[src/rtl/frame_capture_ctrl_if.sv]
// Bundles the camera byte stream, capture controls and frame-buffer write port of frame_capture_ctrl.
// master = the capture controller, slave = camera/top-level side that drives it.
interface frame_capture_ctrl_if #(
    parameter int ADDR_W = 15
);
    logic              vsync;
    logic              href;
    logic [7:0]        d;
    logic              start;
    logic              cont;
    logic [ADDR_W-1:0] w_addr;
    logic [7:0]        w_data;
    logic              w_en;
    logic [9:0]        x;
    logic [9:0]        y;
    logic              busy;
    logic              frame_done;
    logic              short_frame;

    modport master (
        input  vsync, href, d, start, cont,
        output w_addr, w_data, w_en, x, y, busy, frame_done, short_frame
    );

    modport slave (
        output vsync, href, d, start, cont,
        input  w_addr, w_data, w_en, x, y, busy, frame_done, short_frame
    );
endinterface

[src/rtl/frame_capture_ctrl.sv]
// Captures one RGB565 camera frame (VSYNC/HREF framing) into a WIDTH x HEIGHT RGB332 frame buffer.
// Define CAPTURE_TEST_PATTERN_EN to replace camera pixels with colour bars selected by x[7:5].
module frame_capture_ctrl #(
    parameter int WIDTH  = 176,
    parameter int HEIGHT = 144,
    parameter int ADDR_W = 15
) (
    input  logic                 clk,
    input  logic                 rst_n,
    frame_capture_ctrl_if.master bus
);
    typedef enum logic [2:0] {
        S_IDLE,
        S_ARM,
        S_VBLANK,
        S_CAPTURE,
        S_DONE
    } state_t;

    localparam logic [9:0]        COORD_MAX = '1;
    localparam logic [9:0]        WIDTH_X   = 10'(WIDTH);
    localparam logic [9:0]        HEIGHT_Y  = 10'(HEIGHT);
    localparam logic [ADDR_W-1:0] WIDTH_A   = ADDR_W'(WIDTH);

    state_t            state;
    logic              phase;       // 0 = expecting high byte, 1 = low byte
    logic [5:0]        hi_bits;     // only the high-byte bits that survive RGB332 packing
    logic              href_q;
    logic [ADDR_W-1:0] addr_ptr;    // address of the next stored pixel on this line
    logic [ADDR_W-1:0] line_base;   // address of pixel 0 of the current line

    logic       in_window;
    logic [7:0] pix_data;

`ifdef CAPTURE_TEST_PATTERN_EN
    function automatic logic [7:0] bar_colour(input logic [2:0] sel);
        case (sel)
            3'd0:    return 8'hE0;
            3'd1:    return 8'h1C;
            3'd2:    return 8'h03;
            3'd3:    return 8'hFF;
            3'd4:    return 8'h00;
            3'd5:    return 8'hE0;
            3'd6:    return 8'h1C;
            default: return 8'h03;
        endcase
    endfunction
`endif

    always_comb begin
        in_window = (bus.x < WIDTH_X) && (bus.y < HEIGHT_Y);
`ifdef CAPTURE_TEST_PATTERN_EN
        pix_data  = bar_colour(bus.x[7:5]);
`else
        pix_data  = {hi_bits, bus.d[4:3]};
`endif
    end

    // NOTE: all state below is non-blocking so every branch reads the pre-edge values.
    always_ff @(posedge clk) begin
        if (!rst_n) begin
            state           <= S_IDLE;
            phase           <= 1'b0;
            hi_bits         <= '0;
            href_q          <= 1'b0;
            addr_ptr        <= '0;
            line_base       <= '0;
            bus.w_addr      <= '0;
            bus.w_data      <= '0;
            bus.w_en        <= 1'b0;
            bus.x           <= '0;
            bus.y           <= '0;
            bus.busy        <= 1'b0;
            bus.frame_done  <= 1'b0;
            bus.short_frame <= 1'b0;
        end else begin
            // Strobes default low so each assertion below lasts exactly one cycle.
            bus.w_en       <= 1'b0;
            bus.frame_done <= 1'b0;

            case (state)
                S_IDLE: begin
                    if (bus.start || bus.cont) begin
                        state    <= S_ARM;
                        bus.busy <= 1'b1;
                    end
                end

                S_ARM: begin
                    if (bus.vsync) state <= S_VBLANK;
                end

                S_VBLANK: begin
                    if (!bus.vsync) begin
                        state      <= S_CAPTURE;
                        phase      <= 1'b0;
                        href_q     <= 1'b0;
                        addr_ptr   <= '0;
                        line_base  <= '0;
                        bus.w_addr <= '0;
                        bus.x      <= '0;
                        bus.y      <= '0;
                    end
                end

                S_CAPTURE: begin
                    href_q <= bus.href;
                    if (bus.vsync) begin
                        // Frame end wins over any byte arriving on the same edge.
                        state           <= S_DONE;
                        bus.frame_done  <= 1'b1;
                        bus.short_frame <= (bus.y < HEIGHT_Y);
                        bus.busy        <= 1'b0;
                    end else if (bus.href) begin
                        phase <= ~phase;
                        if (!phase) begin
                            hi_bits <= {bus.d[7:5], bus.d[2:0]};
                        end else begin
                            if (in_window) begin
                                bus.w_data <= pix_data;
                                bus.w_addr <= addr_ptr;
                                bus.w_en   <= 1'b1;
                                addr_ptr   <= addr_ptr + 1'b1;
                            end
                            if (bus.x != COORD_MAX) bus.x <= bus.x + 10'd1;
                        end
                    end else if (href_q) begin
                        // Line end: a dangling high byte is dropped by clearing the phase.
                        phase <= 1'b0;
                        bus.x <= '0;
                        if (bus.y != COORD_MAX) bus.y <= bus.y + 10'd1;
                        if (bus.y < HEIGHT_Y) begin
                            line_base <= line_base + WIDTH_A;
                            addr_ptr  <= line_base + WIDTH_A;
                        end
                    end
                end

                S_DONE: begin
                    if (bus.cont) begin
                        state    <= S_ARM;
                        bus.busy <= 1'b1;
                    end else begin
                        state <= S_IDLE;
                    end
                end

                default: state <= S_IDLE;
            endcase
        end
    end
endmodule

[src/flat_wrapper.sv]
// flat-port wrapper written by rule: the top's interface ports become plain ports
module frame_capture_ctrl_flat 
#(
    parameter int WIDTH  = 176,
    parameter int HEIGHT = 144,
    parameter int ADDR_W = 15
)
  (clk, rst_n, bus_vsync, bus_href, bus_d, bus_start, bus_cont, bus_w_addr, bus_w_data, bus_w_en, bus_x, bus_y, bus_busy, bus_frame_done, bus_short_frame);
  frame_capture_ctrl_if #(.ADDR_W(ADDR_W)) bus_i ();
  input  logic clk;
  input  logic rst_n;
  input wire logic [$bits(bus_i.vsync)-1:0] bus_vsync;
  input wire logic [$bits(bus_i.href)-1:0] bus_href;
  input wire logic [$bits(bus_i.d)-1:0] bus_d;
  input wire logic [$bits(bus_i.start)-1:0] bus_start;
  input wire logic [$bits(bus_i.cont)-1:0] bus_cont;
  output wire logic [$bits(bus_i.w_addr)-1:0] bus_w_addr;
  output wire logic [$bits(bus_i.w_data)-1:0] bus_w_data;
  output wire logic [$bits(bus_i.w_en)-1:0] bus_w_en;
  output wire logic [$bits(bus_i.x)-1:0] bus_x;
  output wire logic [$bits(bus_i.y)-1:0] bus_y;
  output wire logic [$bits(bus_i.busy)-1:0] bus_busy;
  output wire logic [$bits(bus_i.frame_done)-1:0] bus_frame_done;
  output wire logic [$bits(bus_i.short_frame)-1:0] bus_short_frame;
  assign bus_i.vsync = bus_vsync;
  assign bus_i.href = bus_href;
  assign bus_i.d = bus_d;
  assign bus_i.start = bus_start;
  assign bus_i.cont = bus_cont;
  assign bus_w_addr = bus_i.w_addr;
  assign bus_w_data = bus_i.w_data;
  assign bus_w_en = bus_i.w_en;
  assign bus_x = bus_i.x;
  assign bus_y = bus_i.y;
  assign bus_busy = bus_i.busy;
  assign bus_frame_done = bus_i.frame_done;
  assign bus_short_frame = bus_i.short_frame;
  frame_capture_ctrl #(.WIDTH(WIDTH), .HEIGHT(HEIGHT), .ADDR_W(ADDR_W)) u_core (.clk(clk), .rst_n(rst_n), .bus(bus_i));
endmodule
[config.mk]
export PLATFORM = sky130hd
export DESIGN_NAME = frame_capture_ctrl_flat
export DESIGN_NICKNAME = d
export VERILOG_FILES = /design/src/rtl/frame_capture_ctrl_if.sv /design/src/rtl/frame_capture_ctrl.sv /design/src/flat_wrapper.sv
export SDC_FILE = /design/constraint.sdc
export NUM_CORES = 1
export LEC_CHECK = 0
export BUFFER_PORTS_ARGS = -buffer_cell sky130_fd_sc_hd__buf_4
export CORE_MARGIN = 3
export CORE_UTILIZATION = 35
export DETAILED_ROUTE_END_ITERATION = 16
export PLACE_DENSITY = 0.58
export SYNTH_ARGS = -nofsm -noshare
export SYNTH_HDL_FRONTEND = slang
export SYNTH_SLANG_ARGS = --single-unit
[constraint.sdc]
create_clock -name clk -period 2.25 [get_ports clk]
set_input_delay 0.45 -clock clk [delete_from_list [all_inputs] [get_ports clk]]
set_output_delay 0.45 -clock clk [all_outputs]
set_load 0.02 [all_outputs]
==> results of run 1 <==
cells by family (layout without fill, tap and decap cells):
group / Yosys count / count (layout) / share of synthesized area, %
AOI/OAI and AO/OA: 160 / 160 / 26.3
and+or+nand+nor: 157 / 157 / 20.7
DFF: 84 / 84 / 40.5
buffers and inverters: 43 / 113 / 4.76
muxes: 18 / 18 / 4.46
xor gates and xnor gates: 10 / 10 / 2.11
adders and majority gates: 4 / 4 / 1.20
metrics by stage:
step	hold slack [ns]	total power, mW	worst slack, ns	util (%)	std cells
finish	0.341	3.19	0.161	44.6	689
global route	0.351	3.32	0.0336	44.6	689
CTS	0.334	3.22	0.162	44.5	689
detailed placement	0.468	1.78	0.132	42.1	676
global placement	0.463	1.78	0.183	42.1	676
floorplan	0.460	1.69	0.231	-	476
placed cells by master, fill, tap and decap left out, drive strengths merged, types with 15 or more instances in the layout:
cell	netlist	layout
a21oi	37	37
a22o	15	15
buf	11	84
dfxtp	84	84
inv	16	16
nand2	25	25
nor2	46	46
o21ai	37	37
or3	16	16
worst max path at each step:
| stage | endpoint | slack, ns | cells after the start |
|---|---|---|---|
| floorplan | u_core.bus.w_addr[2]$_SDFFE_PN0P_ | 0.23 | 9 |
| global placement | u_core.line_base[7]$_SDFFE_PN0P_ | 0.18 | 6 |
| detailed placement | u_core.line_base[7]$_SDFFE_PN0P_ | 0.13 | 6 |
| CTS | u_core.addr_ptr[3]$_SDFFE_PN0P_ | 0.16 | 5 |
| global route | u_core.addr_ptr[4]$_SDFFE_PN0P_ | 0.03 | 5 |
| finish | u_core.addr_ptr[3]$_SDFFE_PN0P_ | 0.16 | 5 |
layer usage:
metal  global-route usage (%)  up-vias  wire length [um]
met1                     22.9     1794              5210
met4                     5.63        0               191
met3                     4.05       17               569
met2                     27.0       89              4960
met5                        0        -                 0
li1                         -     1924                 -
critical path, cell delays in order (launching register included):
cell,delay [ns]
dfxtp_1,0.38
o31ai_4,0.32
nand2_2,0.28
o21a_1,0.39
or4_1,0.51
a21oi_1,0.15
layout make-up:
class / count / area [um2]
fillers: 1154 / 6380
inverters: 16 / 60.1
clock inverters: 3 / 40.0
flip-flops and latches: 84 / 1680
clock buffers: 10 / 239
multi-input cells: 349 / 2280
repair buffers: 84 / 656
well taps: 143 / 179
registers in the layout, indices dropped and copies added, names as in the netlist:
register / count
u_core.bus.w_data: 8
u_core.bus.y: 10
u_core.href_q: 1
u_core.state: 3
u_core.hi_bits: 6
u_core.addr_ptr: 15
u_core.bus.w_en: 1
u_core.bus.busy: 1
u_core.bus.x: 10
u_core.line_base: 11
u_core.bus.frame_done: 1
u_core.bus.w_addr: 15
u_core.bus.short_frame: 1
u_core.phase: 1
power breakdown:
group          leakage, nW  internal (mW)  switching [mW]
clock                0.140          0.867           0.574
combinational         1.04         0.0880           0.135
sequential           0.677           1.50          0.0215
==> out/summary.log, run 1 <==
INFO  die            floorplan.initialDensity=36.1%
INFO  route          drt_drc_violations_left=0
INFO  die            die_outline_area=13200um2
INFO  die            top_level_ports=61
INFO  clock_network  clock_tree_from_tritoncts=done
INFO  pwr            worst_ir_drop_vdd=0.410mV
INFO  timing         max_slew_margin_vs_limit=65.3%
INFO  worst_setup_path worst_r2r_startpoint=u_core.bus.y[4]$_SDFFE_PN0P_
INFO  worst_setup_path reg2reg_path_depth=5
INFO  logic_synthesis synth_area_leader_cell=dfxtp_1
INFO  clock_network  ctsResizeCount=0
INFO  logic_synthesis yosysWarnings=0
INFO  placed_design  placement.cell_area=4850um2
INFO  logic_synthesis ys_async_sr_fraction=0%
INFO  worst_setup_path ff2ff_setup_slack=0.16ns
INFO  timing         final.setup_skew=0.00436ns
INFO  worst_setup_path r2r_end=u_core.addr_ptr[3]$_SDFFE_PN0P_
INFO  finish         antenna-diode-count=0
INFO  clock_network  cts_num_sinks=84
INFO  die            core-area=11500um2
INFO  grt            grt_pass1_vias=3687
INFO  grt            first_pass_grt_wire_length=18100um
INFO  timing         grt_setup_unrepaired=no
INFO  clock_network  tritoncts.num_buffers=9
INFO  die            die_width=115um
INFO  placed_design  dp_hpwl=7840um
INFO  min_path       timing.hold.worst_path_depth=3
INFO  logic_synthesis synth_edf_count=0
INFO  logic_synthesis synthesis.instances=476
INFO  timing         drv_slew=0
INFO  logic_synthesis syn-cell-area=4150um2
INFO  clock_network  clkLatencyLatePin=0.34ns
INFO  min_path       timing.hold.worst_endpoint=u_core.hi_bits[5]$_SDFFE_PN0P_
INFO  route          routed_wl=10900um
INFO  clock_network  clock_tree.buffer_depth=2
INFO  die            die_height=115um
INFO  grt            grt_start_max_net_pins=27
INFO  logic_synthesis flops_latches_synth=84
INFO  route          routed_via_density=5.55
INFO  die            std_cell_rows=39
INFO  clock_network  clock_slew_seen_by_the_registers_of_the_worst_setup_and_hold_paths=0.06ns
INFO  grt            grtUsageTotal=17.1%
INFO  pwr            power.density=620nW/um2
INFO  clock_network  hold_buffers=0
INFO  route          ant_nets=0
INFO  worst_setup_path timing.setup.critical_path_class=reg -> reg
INFO  timing         finalCritPeriodShare=92.8%
INFO  grt            number_of_antenna_violations_at_the_first_check_in_global_routing=0
INFO  logic_synthesis seq_area_frac_synth=40.5%
INFO  logic_synthesis ys_top_cells_by_area=dfxtp_1 (40%), a21oi_1 (4.5%), nor2_1 (4.0%)
INFO  finish         layout-drive-gt1-share=22.2%
INFO  worst_setup_path crit_end_element=flip-flop
INFO  logic_synthesis syn-num-nets=494
INFO  worst_setup_path critical_path_arrival=2.37ns
INFO  finish         stdcell_area=5140um2
INFO  job            drv.max_cap_violation_count=0
INFO  route          drtIter0Drc=282
INFO  worst_setup_path critical_path_peak_fanout=14
INFO  timing         finalSetupViolations=0
INFO  logic_synthesis ys_top_cells_by_count=dfxtp_1 (84), nor2_1 (44), a21oi_1 (37)
INFO  worst_setup_path required=2.53ns
INFO  route          routed_wire_length_per_instance=15.9um
INFO  timing         worstMarginPinSlew=0.520ns
INFO  timing         tns=0ns
INFO  timing         hold_violations=0
INFO  route          detailedRoute.firstPassIterationCount=4
INFO  placed_design  portBuffers=60
INFO  logic_synthesis synthesis.area_per_instance=8.73um2
INFO  min_path       min_from=bus_d[7]
INFO  logic_synthesis post-synth-top-count-cell=dfxtp_1
INFO  logic_synthesis synth.top_cell.area_share=40.5%
INFO  finish         nNetsFinal=562
INFO  logic_synthesis synthFlopType=dfxtp_1
INFO  finish         area_growth=23.7%
INFO  clock_network  cts_setup_buffers=0
INFO  min_path       min_path_type=in -> reg
INFO  grt            grt-ovfl-total=0
INFO  worst_setup_path timing.critical_path.from_type=flip-flop
INFO  clock_network  clock_h_tree_levels=3
INFO  placed_design  gp_congestion=0.865
INFO  worst_setup_path cp-startpoint=u_core.bus.y[4]$_SDFFE_PN0P_
INFO  clock_network  cts_root_buf=clkbuf_16
INFO  logic_synthesis post_synth_num_cell_types=70
INFO  route          routed-via-count=3824
INFO  outcome        outcome=completed
INFO  timing         finalWorstPathRequiredPeriod=2.09ns
INFO  pwr            leakage_power_of_the_design=1.86nW
INFO  timing         max_clock_freq=479MHz
Power figures use the tool's default switching activity.
==> run 2: changes to the inputs <==
Clock period 2.25 ns to 2.4 ns, I/O delays scaled along.
==> out/summary.log, run 2 (same netlist as run 1, synthesis figures left out) <==
INFO  grt            grt_start_max_net_pins=25
INFO  clock_network  cts_setup_buffers=0
INFO  worst_setup_path crit_slowest_cell=dfxtp_1
INFO  grt            grt_pass1_vias=3638
INFO  route          routed_wl=10700um
INFO  die            die_height=115um
INFO  clock_network  clock_h_tree_levels=3
INFO  placed_design  pre_cts_ws=0.198ns
INFO  timing         max_slew_margin_vs_limit=66.8%
INFO  route          detailedRoute.firstPassIterationCount=5
INFO  route          ant_nets=0
INFO  die            core-area=11500um2
INFO  placed_design  dp_hpwl=7820um
INFO  route          routed_wire_length_per_instance=15.8um
INFO  die            die_outline_area=13200um2
INFO  worst_setup_path critical_path_arrival=2.37ns
INFO  worst_setup_path timing.setup.critical_path_class=reg -> reg
INFO  clock_network  ctsResizeCount=0
INFO  finish         most-common-layout-cells=dfxtp_1 (84), buf_4 (74), nor2_1 (44)
INFO  die            std_cell_rows=39
INFO  clock_network  cts_root_buf=clkbuf_16
INFO  route          routed_via_density=5.62
INFO  finish         area_growth=22.3%
INFO  finish         antenna-diode-count=0
INFO  pwr            power.density=605nW/um2
INFO  min_path       min_path_type=in -> reg
INFO  route          routed-via-count=3835
INFO  finish         mostFrequentLayoutCell=dfxtp_1
INFO  worst_setup_path crit_path_cell_trace=nor3b_2 > o21a_1 > nand3_1 > or3_1 > a21oi_1
INFO  clock_network  clock_slew_seen_by_the_registers_of_the_worst_setup_and_hold_paths=0.06ns
INFO  timing         finalCritPeriodShare=87.8%
INFO  grt            number_of_antenna_violations_at_the_first_check_in_global_routing=0
INFO  timing         hold_slack_final=0.378ns
INFO  finish         multi_input_area=2270um2
INFO  grt            first_pass_grt_wire_length=18100um
INFO  timing         finalSetupViolations=0
INFO  timing         grt_setup_unrepaired=no
INFO  pwr            worst_ir_drop_vdd=0.398mV
INFO  clock_network  hold_buffers=0
INFO  timing         hold_violations=0
INFO  clock_network  clock_tree.buffer_depth=2
INFO  die            die_width=115um
INFO  route          drtIter0Drc=145
INFO  placed_design  portBuffers=60
INFO  grt            grt-ovfl-total=0
INFO  timing         final.setup_skew=0.00635ns
INFO  finish         nNetsFinal=553
INFO  job            drv.max_cap_violation_count=0
INFO  timing         max_clock_freq=474MHz
INFO  outcome        outcome=completed
INFO  placed_design  gp_congestion=0.890
INFO  clock_network  cts_num_sinks=84
INFO  finish         num-fill-cells=1139
INFO  clock_network  tritoncts.num_buffers=9
INFO  finish         stdcell_area=5080um2
INFO  worst_setup_path required=2.67ns
INFO  timing         drv_slew=0
INFO  route          drt_drc_violations_left=0
INFO  worst_setup_path critical_path_peak_fanout=8
INFO  worst_setup_path timing.critical_path.from_type=flip-flop
INFO  timing         finalWorstPathRequiredPeriod=2.11ns
INFO  timing         worstMarginPinSlew=0.498ns
INFO  worst_setup_path crit_end_element=flip-flop
INFO  clock_network  clkLatencyLatePin=0.34ns
INFO  timing         finalWorstSetupSlack=0.292ns
INFO  timing         tns=0ns
INFO  finish         largest_registers=u_core.addr_ptr x15, u_core.bus.w_addr x15, u_core.line_base x11
INFO  grt            grtUsageTotal=16.8%
INFO  die            floorplan.initialDensity=36.1%
INFO  clock_network  clock_tree_from_tritoncts=done
INFO  finish         area.sequential=1680um2
INFO  pwr            leakage_power_of_the_design=1.81nW
INFO  placed_design  placement.cell_area=4770um2
INFO  finish         layout-drive-gt1-share=20.4%
INFO  die            top_level_ports=61
INFO  worst_setup_path max_stage_delay=0.46ns
## run 2: changes by cell type in the layout (fill, tap and decap cells not counted), sizes merged
cell and change:
buf -9, bufinv +1, clkbuf +1, clkinvlp +2, clkinv -2
## run 2: metal layers
layer	global-route usage [%]	routed length, um	vias up
met4	5.01	131	0
met3	4.79	565	16
met1	22.6	5020	1820
met2	26.4	5030	87
li1	-	-	1912
met5	0	0	-
## run 2: where the power goes
part           switching [mW]  leakage [nW]  internal [mW]
Sequential             0.0221         0.677           1.41
Clock                   0.539         0.142          0.906
Combinational           0.123         0.990         0.0739
Total                   0.684          1.81           2.39
## run 2: path summary, 6_finish.rpt
path | from | to | slack, ns | cells after the start
min reg2reg | u_core.bus.w_addr[11]$_SDFFE_PN0P_ | u_core.bus.w_addr[11]$_SDFFE_PN0P_ | 0.48 | 1
min | bus_d[0] | u_core.hi_bits[0]$_SDFFE_PN0P_ | 0.38 | 3
max reg2reg | u_core.state[1]$_SDFFE_PN0P_ | u_core.line_base[14]$_SDFFE_PN0P_ | 0.29 | 5
max | u_core.state[1]$_SDFFE_PN0P_ | u_core.line_base[14]$_SDFFE_PN0P_ | 0.29 | 5
## run 2: cell type report
class	count	area share, %
Tap cell	143	3.52
Clock inverter	4	1.48
Clock buffer	11	4.58
Sequential cell	84	33.1
Inverter	16	1.18
Timing Repair Buffer	75	11.3
Multi-Input combinational cell	349	44.8
## run 2: per-stage QoR
step	instances	total power, mW	utilization [%]
after CTS	682	3.11	44.1
final	682	3.07	44.1
after global routing	682	3.18	44.1
after detailed placement	667	1.66	41.4
after global placement	667	1.65	41.4
after floorplan	476	1.59	-
## run 2: critical path: cells and delay by family, from the launching register on
kind | cells | cell delay [ns]
flip-flops | 1 | 0.46
AO/OA/AOI/OAI | 2 | 0.50
AND/OR/NAND/NOR | 3 | 1.07
